===== src/rtl/ps_adc_avg.sv =====
// Averages 2^LOG2_N MAX10 ADC conversions into psDig; psDig_valid strobes one cycle after the edge taking the last response.
// Stalls indefinitely in REQ on adc_cmd_ready; window flags are built only when PS_WINDOW_EN is defined.
module ps_adc_avg #(
   parameter int         LOG2_N  = 3,
   parameter logic [4:0] CHANNEL = 5'd1,
   parameter int         TIMEOUT = 1023,
   parameter logic [9:0] TOL     = 10'd8
) (
   input  logic        clk,
   input  logic        reset,
   input  logic        enable,
   output logic        adc_cmd_valid,
   output logic [4:0]  adc_cmd_channel,
   input  logic        adc_cmd_ready,
   input  logic        adc_rsp_valid,
   input  logic [11:0] adc_rsp_data,
   input  logic [9:0]  psRef,
   output logic [9:0]  psDig,
   output logic        psDig_valid,
   output logic        adc_timeout,
   output logic        ps_high,
   output logic        ps_low
);
   localparam int AW = 10 + LOG2_N;
   localparam int TW = $clog2(TIMEOUT + 1);
   localparam logic [TW-1:0] TIMER_MAX = TW'(TIMEOUT);

   typedef enum logic [1:0] {S_IDLE, S_REQ, S_WAIT, S_DONE} state_t;

   state_t            state;
   logic [AW-1:0]     acc;
   logic [LOG2_N-1:0] cnt;
   logic [TW-1:0]     timer;
   logic [AW-1:0]     sample;
   logic [9:0]        avg;

   assign sample          = {{LOG2_N{1'b0}}, adc_rsp_data[11:2]};
   assign avg             = acc[AW-1:LOG2_N];
   assign adc_cmd_channel = CHANNEL;

`ifdef PS_WINDOW_EN
   // 11-bit compare so psRef + TOL cannot wrap
   logic [10:0] avg_w;
   logic [10:0] ref_w;
   logic        win_high;
   logic        win_low;
   logic        unused_bits;

   assign avg_w       = {1'b0, avg};
   assign ref_w       = {1'b0, psRef};
   assign win_high    = avg_w > (ref_w + {1'b0, TOL});
   assign win_low     = (avg_w + {1'b0, TOL}) < ref_w;
   assign unused_bits = ^adc_rsp_data[1:0];
`else
   logic unused_bits;

   assign ps_high     = 1'b0;
   assign ps_low      = 1'b0;
   assign unused_bits = ^{psRef, adc_rsp_data[1:0]};
`endif

   always_ff @(posedge clk) begin
      if (reset) begin
         state         <= S_IDLE;
         acc           <= '0;
         cnt           <= '0;
         timer         <= '0;
         adc_cmd_valid <= 1'b0;
         psDig         <= '0;
         psDig_valid   <= 1'b0;
         adc_timeout   <= 1'b0;
`ifdef PS_WINDOW_EN
         ps_high       <= 1'b0;
         ps_low        <= 1'b0;
`endif
      end else begin
         psDig_valid <= 1'b0;
         case (state)
            S_IDLE: begin
               acc   <= '0;
               cnt   <= '0;
               timer <= '0;
               if (enable) begin
                  state         <= S_REQ;
                  adc_cmd_valid <= 1'b1;
               end
            end
            S_REQ: begin
               if (adc_cmd_ready) begin
                  adc_cmd_valid <= 1'b0;
                  timer         <= '0;
                  state         <= S_WAIT;
               end
            end
            S_WAIT: begin
               // a response landing on the last timer cycle still counts
               if (adc_rsp_valid) begin
                  acc <= acc + sample;
                  if (&cnt) begin
                     state <= S_DONE;
                  end else begin
                     cnt           <= cnt + 1'b1;
                     state         <= S_REQ;
                     adc_cmd_valid <= 1'b1;
                  end
               end else if (timer == TIMER_MAX) begin
                  adc_timeout <= 1'b1;
                  acc         <= '0;
                  cnt         <= '0;
                  state       <= S_IDLE;
               end else begin
                  timer <= timer + 1'b1;
               end
            end
            S_DONE: begin
               psDig       <= avg;
               psDig_valid <= 1'b1;
`ifdef PS_WINDOW_EN
               ps_high     <= win_high;
               ps_low      <= win_low;
`endif
               acc         <= '0;
               cnt         <= '0;
               if (enable) begin
                  state         <= S_REQ;
                  adc_cmd_valid <= 1'b1;
               end else begin
                  state <= S_IDLE;
               end
            end
            default: state <= S_IDLE;
         endcase
      end
   end
endmodule


===== config.mk =====
export PLATFORM = sky130hd
export DESIGN_NAME = ps_adc_avg
export DESIGN_NICKNAME = d
export VERILOG_FILES = /design/src/rtl/ps_adc_avg.sv
export SDC_FILE = /design/constraint.sdc
export NUM_CORES = 1
export LEC_CHECK = 0
export ABC_AREA = 1
export BUFFER_PORTS_ARGS = -buffer_cell sky130_fd_sc_hd__buf_2
export CAP_MARGIN = 20
export CORE_MARGIN = 2
export CORE_UTILIZATION = 26
export CTS_CLUSTER_DIAMETER = 80
export DETAILED_ROUTE_END_ITERATION = 7
export HOLD_SLACK_MARGIN = 0.05
export PLACE_DENSITY_LB_ADDON = 0.08
export SYNTH_ARGS = -nofsm -noshare
export SYNTH_HDL_FRONTEND = slang
export SYNTH_SLANG_ARGS = --single-unit

===== constraint.sdc =====
create_clock -name clk -period 1.5 [get_ports clk]
set_input_delay 0.3 -clock clk [delete_from_list [all_inputs] [get_ports clk]]
set_output_delay 0.3 -clock clk [all_outputs]
set_load 0.005 [all_outputs]

# Word level (Yosys, flattened, before mapping)
# Index checks and enable logic that the tools add are counted.
# classes
bitwise_logic,1
n_reduce_logical,11
eq_ne,13
n_mux,24
add_sub_neg,3
# ops
op,count
2-to-1 mux 10 bit,3
one-hot mux 10 bit (3 select lines),1
2-to-1 mux 13 bit,2
one-hot mux 13 bit (2 select lines),1
adder 13 x 10 -> 13 bit,1
"inequality test 2 bit, second input constant",6
AND reduction 3 bit,4
"adder 10 x 1 -> 10 bit, second input constant",1
"== test 10 bit, second input constant",1
2-to-1 mux 2 bit,5
2-to-1 mux 3 bit,3
one-hot mux 2 bit (4 select lines),1
AND reduction 4 bit,2
2-to-1 mux 1 bit,6
"inequality test 3 bit, second input constant",2
one-hot mux 3 bit (2 select lines),1
"== test 2 bit, second input constant",2
"adder 3 x 1 -> 3 bit, second input constant",1
one-hot mux 1 bit (3 select lines),1
nonzero test 3 bit,1
"== test 2 x 1 -> 1 bit, second input constant",1
zero test 2 bit,1
"inequality test 2 x 1 -> 1 bit, second input constant",1
AND reduction 2 bit,1
3 further kinds,3
# totals
word_cells,60
reg_bits,41

# Longest topological paths before layout
# Gate-level depths: netlist of the first run.
# depth
word_depth,4
ltp_mapped,11

# Least setup slack after synthesis of the first run
# OpenSTA, ideal clock, no wires.
# synth_timing
path_type,register -> register
start,register state[0]
end,register timer[7]
slack_ps,-162
stages_incl_launch_ff,11
setup_time_ps,117
arrival_ps,1545
t_required_ps,1383
path_cell_list,dfxtp_1 > inv_1 > ha_1 > nand2_2 > inv_2 > nor3_4 > nand2_2 > nand2_4 > nand2_1 > o21ai_1 > a21oi_1
# synth_between
elab_chain_cells,3
# synth_lines
element,line_no,source
start: declaration,30,state_t state;
start signal: assignment,64,state <= S_IDLE;
start signal: assignment,84,state <= S_REQ;
start signal: assignment,92,state <= S_WAIT;
"== test 2 bit, or another cell as far along",78,case (state)
inequality test 2 bit (no source line) / nonzero test 3 bit (equally long branches),-,
AND reduction 4 bit (no source line),-,
end signal: assignment,112,timer <= timer + 1'b1;
end: declaration,33,logic [TW-1:0] timer;
# Several ways; a longest one is shown, not always the timed one.
# A chain may end at the register's enable or synchronous reset.

# Final worst setup path of the first run
# layout_timing
start,register acc[0]
end,register acc[12]
# layout_between
elab_chain_cells,3
# layout_lines
element,line_no,source
start: declaration,31,logic [AW-1:0] acc;
start signal: assignment,98,acc <= acc + sample;
adder 13 x 10 -> 13 bit,98,
2-to-1 mux 13 bit,97,if (adc_rsp_valid) begin
one-hot mux 13 bit (2 select lines),78,
# No other way between the ends.

==> flow_summary.yaml, run 1 <==
status:
  status: "finished with violations"
  violations: "negative setup slack"
clocking:
  tritoncts: "built"
  holdBufCountCts: 0
  htree_levels: 2
  insertion_delay_ns: 0.29
  cts_root_buffer: "clkbuf_8"
  cts_sinks: 41
  cts_buffers: 5
  clk_pin_slew_worst_paths_ns: 0.09
  cts_buffer_depth: 2
critical_path:
  cp.arrival_ns: 1.76
  worst_setup_path_start_kind: "flop"
  crit_type: "reg -> reg"
  crit_fanout: 4
  end_kind: "flop"
  critPathRequiredTime_ns: 1.70
die:
  die_area_mm2: 0.0106
  rows: 36
  die_y_um: 103
  initial_core_util: 0.265
  io_pins: 47
  die_x_um: 103
  core_area_mm2: 0.00964
place:
  postPlaceCellArea_mm2: 0.00324
  port_buffers: 27
  gp_congestion: 0.803
  place_ws_ns: -0.172
  hpwl_um: 5360
power:
  power.internal_w: 0.00277
  swShare: 0.402
  pwr-share-comb: 0.537
  powerDensity_mw_per_mm2: 1230
  p_seq_frac: 0.301
  p_clk_frac: 0.161
  cellLeakagePower_nw: 1.76
  ir_worst_vdd_mv: 0.571
  p_switching_w: 0.00186
timing:
  slew_viol_final: 0
  finalClockSkew_ns: 0.00425
  fin_crit_ns: 1.56
  finalSetupViolCount: 8
  finalHoldViolations: 0
  rsz0062_at_grt: "yes"
  finalCritPeriodShare: 1.04
  layout_setup_ws_ns: -0.0597
  fmax_ghz: 0.641
route:
  wl_per_cell_um: 11.7
  vias: 2572
  ant_nets: 0
  drt_iter0_markers: 64
  drt_pass1_iterations: 4
  vias_per_cell: 4.29
  totalWireLength_um: 6990
  drc: 0
global_routing:
  antenna_found_initial: 0
  grt_pass1_vias: 2539
  grt_util_all_layers: 0.143
  grt_util_met3: 0.0292
  grt_start_max_net_pins: 17
  grt.busiest_layer: "met2"
  gr-total-overflow: 0
  gr-usage-met1: 0.185
  grtUsageMet2: 0.244
  grt_pass1_wl_um: 11900
final_layout:
  final_cell_area_mm2: 0.00376
  layout.nets: 514
  fillers: 1063
  drive_above_1_share: 0.400
  n_antenna_cell: 0
  area_growth_syn_to_layout_pct: 47.0
synth:
  ys_ff_latch: 41
  yosysUniqueCellTypes: 35
  syn_area_mm2: 0.00255
  syn-mean-instance-area_um2: 6.78
  synthCells: 377
  ys_seq_area_frac: 0.321
  ys.warnings.count: 0
worst_hold_path:
  holdCritPathClass: "in -> reg"
flow_run:
  max_cap_viol_count: 0
[layer usage]
layer / vias up / share of wire / wire length [um]
li1: 1369 / - / -
met1: 1170 / 0.49 / 3440
met2: 31 / 0.47 / 3310
met3: 2 / 0.029 / 206
met4: 0 / 0.0053 / 37
met5: - / 0 / 0
[power by group through the flow]
stage               logic, W  registers, W  clock network (W)
global route         0.00280       0.00142           0.000851
finish               0.00249       0.00139           0.000746
floorplan            0.00122       0.00138                  0
detailed placement   0.00201       0.00138                  0
CTS                  0.00220       0.00136           0.000785
global placement     0.00201       0.00138                  0
[flip-flops by register name (all words and copies together) (netlist names)]
name	cells
acc	13
psDig	10
timer	10
cnt	3
state	2
adc_cmd_valid	1
adc_timeout	1
psDig_valid	1
[cell families after synthesis]
kind of cell / count (synthesis) / synth area share
flip-flops: 41 / 0.321
AO/OA/AOI/OAI: 57 / 0.119
AND/OR/NAND/NOR: 187 / 0.329
XOR/XNOR: 4 / 0.0137
adder cells (fa/ha/maj): 21 / 0.106
other: 2 / 0.00294
buffers and inverters: 65 / 0.109
[area by class of cell]
class	instances	area, um2	share of cell area
Clock buffer	5	68.8	0.0183
Timing Repair Buffer	88	608	0.162
Inverter	53	210	0.0560
Tap cell	133	166	0.0443
Clock inverter	3	17.5	0.00466
Sequential cell	41	840	0.224
Multi-Input combinational cell	277	1850	0.491
[layout by cell type, fill, tap and decap left out, types with 13 or more instances in the layout]
cell type and n:
ha_4 13, nand2_2 13, o21ai_0 15, nor2_1 43, inv_1 39, nand3_1 16, dfxtp_1 30, a21oi_1 24
nand2_1 73, buf_4 57, buf_2 27
[metrics by stage]
stage,util,hold slack (ns),power (W),setup TNS [ns],instances
global placement,0.336,0.453,0.00339,-1.72,584
CTS,0.359,0.311,0.00434,-0.152,599
detailed placement,0.336,0.462,0.00339,-1.82,584
global route,0.390,0.349,0.00507,-1.87,600
finish,0.390,0.319,0.00463,-0.174,600
floorplan,-,0.447,0.00260,-0.000807,382
[worst paths after layout]
check	startpoint	end	slack (ns)	depth (start not counted)
setup reg to reg	acc[0]	acc[12]	-0.06	8
hold / removal	enable	state[0]	0.32	3
hold reg to reg	cnt[2]	cnt[2]	0.48	2
setup / recovery	acc[0]	acc[12]	-0.06	8
[Yosys cell counts, drive strengths merged]
cell	n	share of area
a211oi	1	0.0029
a21boi	1	0.0029
a21o	1	0.0029
a21oi	30	0.059
a311oi	1	0.0034
buf	9	0.026
clkbuf	3	0.0044
clkinv	1	0.0015
conb	2	0.0029
dfxtp	41	0.32
fa	1	0.0078
ha	20	0.098
inv	52	0.076
nand2	91	0.14
nand3	23	0.049
nand3b	4	0.012
nand4	7	0.017
nor2	53	0.083
nor3	9	0.024
o21ai	22	0.045
o21bai	1	0.0029
xnor2	3	0.010
xor2	1	0.0034
[timing repair]
action / CTS / global route
setup buffers: 6 / 1
gates resized for setup: 23 / 67
pin swaps: 14 / 11
endpoints found under the setup margin: 31 / 35
gates cloned: 1 / 0
[worst max-delay path, stage by stage (launching register included)]
cell	delay (ns)
dfxtp_2	0.36
ha_4	0.13
inv_2	0.04
fa_2	0.41
nand3b_1	0.23
nand3_2	0.10
nand2_2	0.07
nor2_1	0.08
nor2_1	0.05
Power figures use the tool's default switching activity.
==> run 2: changes to the inputs <==
--- a/config.mk
+++ b/config.mk
@@ -14,6 +14,7 @@
 export DETAILED_ROUTE_END_ITERATION = 7
 export HOLD_SLACK_MARGIN = 0.05
 export PLACE_DENSITY_LB_ADDON = 0.08
+export SETUP_SLACK_MARGIN = 0.02
 export SYNTH_ARGS = -nofsm -noshare
 export SYNTH_HDL_FRONTEND = slang
 export SYNTH_SLANG_ARGS = --single-unit
==> run 2 against run 1 <==
  * The flow still finishes with violations (negative setup slack)
  * Sequential power barely moved
  * Clock-buffer cell count rose by 2
  * Register-to-register slack about the same
  * Utilization grew 1.7 points
  * Global-route usage shrank 0.21 points
  * Largest power group unchanged
==> flow_summary.yaml, run 2 (synthesized netlist as in run 1, its figures left out) <==
status:
  status: "finished with violations"
  violations: "negative setup slack"
flow_run:
  max_cap_viol_count: 0
timing:
  finalCritPeriodShare: 1.05
  finalHoldViolations: 0
  fmax_ghz: 0.638
  slew_viol_final: 0
  finalClockSkew_ns: 0.00983
  finalSetupViolCount: 16
  setup_tns_ns: -0.432
  layout_setup_ws_ns: -0.0679
  fin_crit_ns: 1.57
  rsz0062_at_grt: "yes"
die:
  io_pins: 47
  core_area_mm2: 0.00964
  die_y_um: 103
  die_area_mm2: 0.0106
  initial_core_util: 0.265
  die_x_um: 103
  rows: 36
critical_path:
  worst-r2r-setup-slack_ns: -0.07
  critPathCapture: "acc[12]"
  startpoint: "acc[0]"
  critPathRequiredTime_ns: 1.69
  r2r_start: "acc[0]"
  cp_slowest_stage_delay_ns: 0.39
  cp.arrival_ns: 1.76
  crit_top_cell: "nor2_1"
  reg2reg_to: "acc[12]"
  path_depth: 8
  worst_setup_path_start_kind: "flop"
  path_buf_inv: 1
  crit_chain: "ha_4 > inv_4 > fa_2 > nand3b_1 > nand3_2 > nand2_2 > nor2_1 > nor2_1"
  end_kind: "flop"
  worst_path_max_delay_cell: "fa_2"
  crit_fanout: 4
  crit_family: "adder cells"
  crit_type: "reg -> reg"
  r2r_cells: 8
final_layout:
  area_growth_syn_to_layout_pct: 53.6
  fillers: 1031
  final_cell_mix: "64 x nand2_1, 53 x buf_4, 42 x nor2_1, 39 x inv_1, 31 x dfxtp_1"
  largestRegisters: "acc x13, psDig x10, timer x10"
  top_register: "acc"
  largest_reg_flops: 13
  mostFrequentLayoutCell: "nand2_1"
  layout.nets: 513
  fin_cells: 599
  final_cell_area_mm2: 0.00392
  drive_above_1_share: 0.436
  n_antenna_cell: 0
clocking:
  tritoncts: "built"
  cts_buffer_depth: 2
  htree_levels: 2
  cts_sinks: 41
  cts_root_buffer: "clkbuf_8"
  clk_pin_slew_worst_paths_ns: 0.09
  holdBufCountCts: 0
  cts_buffers: 5
  insertion_delay_ns: 0.30
route:
  routed.top_layer: "met4"
  totalWireLength_um: 7110
  vias_per_cell: 4.31
  vias: 2582
  drc: 0
  drt_iter0_markers: 41
  met3WireLength_um: 127
  wl_met1_um: 3530
  wl_per_cell_um: 11.9
  ant_nets: 0
  wl_met2_um: 3380
  drt_pass1_iterations: 4
power:
  pwr-share-comb: 0.555
  powerDensity_mw_per_mm2: 1300
  finalPower_w: 0.00510
  p_seq_frac: 0.277
  power.internal_w: 0.00304
  p_switching_w: 0.00206
  cellLeakagePower_nw: 1.82
  p_clk_frac: 0.168
  swShare: 0.403
  ir_worst_vdd_mv: 0.723
place:
  hpwl_um: 5320
  dp_cells: 582
  port_buffers: 27
  postPlaceCellArea_mm2: 0.00323
  place_ws_ns: -0.189
  gp_congestion: 0.780
global_routing:
  gr-total-overflow: 0
  grt_start_max_net_pins: 17
  antenna_found_initial: 0
  grt_pass1_wl_um: 11600
  grt_pass1_vias: 2459
  grt_util_all_layers: 0.141
worst_hold_path:
  holdCritPathClass: "in -> reg"
  hold_path.startpoint: "enable"
run 2: cell count changes in the layout (fill, tap and decap cells not counted), moves of 4 or more:
cell and change:
o21ai_2 +5, nand2_2 +4, nand3_4 +4, a21oi_1 -7
inv_4 +5, nand2_4 +5, buf_4 -4, inv_2 -5
a21oi_2 +5, nand2_1 -9
run 2: final cells by class:
| cell class | instances | area, um2 | share of cell area |
|---|---|---|---|
| clock inverter | 1 | 8.76 | 0.00223 |
| sequential | 41 | 838 | 0.214 |
| multi-input combinational | 277 | 1970 | 0.501 |
| clock buffer | 7 | 97.6 | 0.0249 |
| timing repair buffer | 87 | 621 | 0.158 |
| tap | 133 | 166 | 0.0424 |
| inverter | 53 | 226 | 0.0577 |
run 2: how the worst min path moves through the flow:
stage | to | slack, ns | depth (start not counted)
finish | state[0] | 0.32 | 3
global route | state[0] | 0.39 | 3
CTS | state[0] | 0.31 | 3
detailed placement | adc_timeout | 0.46 | 2
global placement | adc_timeout | 0.45 | 2
floorplan | cnt[1] | 0.45 | 2
run 2: routing by layer:
metal / GRT usage / vias up
li1: - / 1374
met1: 0.186 / 1178
met2: 0.241 / 23
met3: 0.0224 / 7
met4: 0.0304 / 0
met5: 0 / -
run 2: stage by stage:
| stage | hold WS (ns) | utilization |
|---|---|---|
| 6_report | 0.324 | 0.407 |
| 5_1_grt | 0.392 | 0.407 |
| 4_1_cts | 0.315 | 0.357 |
| 3_5_place_dp | 0.459 | 0.335 |
| 3_3_place_gp | 0.452 | 0.335 |
| 2_1_floorplan | 0.447 | - |
run 2: power by group through the flow:
stage | Combinational (W) | Clock (W) | Sequential (W)
floorplan | 0.00122 | 0 | 0.00138
global placement | 0.00196 | 0 | 0.00139
detailed placement | 0.00196 | 0 | 0.00139
CTS | 0.00210 | 0.000914 | 0.00138
global route | 0.00314 | 0.000957 | 0.00144
finish | 0.00283 | 0.000859 | 0.00141
run 2: worst min-delay path: cells and delay by family:
family | cells | cell delay, ns
compound gates | 2 | 0.19
buf+inv | 1 | 0.09
run 2: what timing repair did:
action,in CTS,in global routing
resized for setup,22,109
pin swaps,17,28
endpoints found under the hold margin,0,0
gates cloned,1,0
setup buffers,3,6
endpoints found under the setup margin,26,29
==> run 3: changes to the inputs <==
--- a/config.mk
+++ b/config.mk
@@ -9,7 +9,7 @@
 export BUFFER_PORTS_ARGS = -buffer_cell sky130_fd_sc_hd__buf_2
 export CAP_MARGIN = 20
 export CORE_MARGIN = 2
-export CORE_UTILIZATION = 26
+export CORE_UTILIZATION = 40
 export CTS_CLUSTER_DIAMETER = 80
 export DETAILED_ROUTE_END_ITERATION = 7
 export HOLD_SLACK_MARGIN = 0.05
==> run 3 against run 2 <==
  * Largest cell class unchanged
  * Via count is 1.1% higher
  * Final area is 4.2% lower
  * Die area is 34% lower
  * Clock skew is 0.0052 ns lower
  * Sequential share of layout area is 1.0 points higher
  * Sequential cell count stayed put
  * The run still ends with negative setup slack left
==> flow_summary.yaml, run 3 (synthesized netlist as in run 1, its figures left out) <==
status:
  status: "finished with violations"
  violations: "negative setup slack"
route:
  vias: 2611
  vias_per_cell: 4.82
  drt_iter0_markers: 117
  drc: 0
  totalWireLength_um: 6500
  wl_per_cell_um: 12.0
  ant_nets: 0
  drt_pass1_iterations: 4
clocking:
  holdBufCountCts: 0
  htree_levels: 2
  cts_buffers: 5
  cts_sinks: 41
  clk_pin_slew_worst_paths_ns: 0.08
  cts_root_buffer: "clkbuf_8"
  insertion_delay_ns: 0.29
  tritoncts: "built"
  cts_buffer_depth: 2
power:
  powerDensity_mw_per_mm2: 1290
  swShare: 0.385
  ir_worst_vdd_mv: 0.684
  p_seq_frac: 0.289
  p_switching_w: 0.00187
  p_clk_frac: 0.179
  cellLeakagePower_nw: 1.77
  power.internal_w: 0.00299
  pwr-share-comb: 0.532
worst_hold_path:
  hold_end: "state[0]"
  min_path_cells: 3
  hold_path.startpoint: "enable"
  holdCritPathClass: "in -> reg"
die:
  die_y_um: 83.9
  io_pins: 47
  die_area_mm2: 0.00704
  die_x_um: 83.9
  initial_core_util: 0.407
  rows: 29
  core_area_mm2: 0.00628
final_layout:
  largest_reg_flops: 13
  n_antenna_cell: 0
  mostFrequentLayoutCell: "nand2_1"
  multiInputGateArea_mm2: 0.00187
  drive_above_1_share: 0.415
  final_cell_mix: "70 x nand2_1, 50 x buf_4, 39 x nor2_1, 38 x inv_1, 29 x dfxtp_1"
  final_cell_area_mm2: 0.00376
  area_growth_syn_to_layout_pct: 47.1
  fillers: 595
  largestRegisters: "acc x13, psDig x10, timer x10"
  seq_area_um2: 841
  layout.nets: 512
  top_register: "acc"
  final_core_util: 0.599
critical_path:
  cp.arrival_ns: 1.73
  crit_fanout: 4
  worst_setup_path_start_kind: "flop"
  end_kind: "flop"
  r2r_start: "acc[0]"
  r2r_cells: 8
  worst-r2r-setup-slack_ns: -0.05
  critPathRequiredTime_ns: 1.69
  reg2reg_to: "acc[2]"
  crit_type: "reg -> reg"
global_routing:
  grt_pass1_wl_um: 10700
  grt_pass1_vias: 2512
  grt_util_all_layers: 0.186
  gr-total-overflow: 0
  grt_start_max_net_pins: 17
  antenna_found_initial: 0
timing:
  fmax_ghz: 0.647
  finalClockSkew_ns: 0.00459
  hold_ws_ns: 0.321
  fin_crit_ns: 1.55
  finalSetupViolCount: 11
  slew_viol_final: 0
  finalCritPeriodShare: 1.03
  finalHoldViolations: 0
  layout_setup_ws_ns: -0.0455
  rsz0062_at_grt: "yes"
place:
  port_buffers: 27
  gp_congestion: 0.808
  hpwl_um: 4770
  postPlaceCellArea_mm2: 0.00311
  place_ws_ns: -0.158
flow_run:
  max_cap_viol_count: 0
[run 3: worst max path at each step]
| stage | slack, ns | cells after the start | startpoint | to |
|---|---|---|---|---|
| 2_1_floorplan | 0.002 | 9 | acc[0] | acc[8] |
| 6_report | -0.05 | 8 | acc[0] | acc[2] |
| 3_3_place_gp | -0.13 | 10 | adc_rsp_data[2] | acc[8] |
| 3_5_place_dp | -0.16 | 9 | adc_rsp_data[2] | acc[8] |
| 5_1_grt | -0.13 | 8 | acc[0] | acc[12] |
| 4_1_cts | -0.03 | 9 | acc[0] | acc[12] |
[run 3: metrics by stage]
stage	std cells	power [W]	TNS, ns
floorplan	382	0.00260	0
global placement	519	0.00331	-1.28
detailed placement	519	0.00334	-1.41
CTS	536	0.00446	-0.0949
global route	542	0.00523	-1.72
finish	542	0.00486	-0.240
[run 3: layout make-up]
type | instances | area share
Inverter | 53 | 0.0583
Timing Repair Buffer | 86 | 0.163
Clock buffer | 7 | 0.0286
Sequential cell | 41 | 0.224
Multi-Input combinational cell | 277 | 0.499
Clock inverter | 1 | 0.00200
Tap cell | 77 | 0.0256
[run 3: timing repair]
item                                    4_1_cts  5_1_grt
pin swaps                                    20       27
cloned                                        1        0
gates resized for setup                      37       71
endpoints found under the setup margin       27       28
setup buffers                                 8        7
[run 3: metal layers]
layer	vias to the layer above	GRT usage	wire length, um
li1	1372	-	-
met1	1183	0.211	2770
met2	44	0.353	3390
met3	12	0.0297	216
met4	0	0.0572	119
met5	-	0	0
[run 3: worst max-delay path, cell delays in order (launching register included)]
cell and delay, ns:
dfxtp_2 0.35, ha_4 0.14, inv_2 0.04, fa_2 0.37, buf_4 0.15, buf_6 0.10, xnor2_1 0.11, a21oi_1 0.13
nor2_1 0.05
[run 3: power by group through the flow]
stage | Clock (W) | Sequential (W) | Combinational, W
CTS | 0.000909 | 0.00137 | 0.00217
global placement | 0 | 0.00139 | 0.00192
global route | 0.000949 | 0.00142 | 0.00285
detailed placement | 0 | 0.00139 | 0.00195
finish | 0.000870 | 0.00140 | 0.00258
floorplan | 0 | 0.00138 | 0.00122
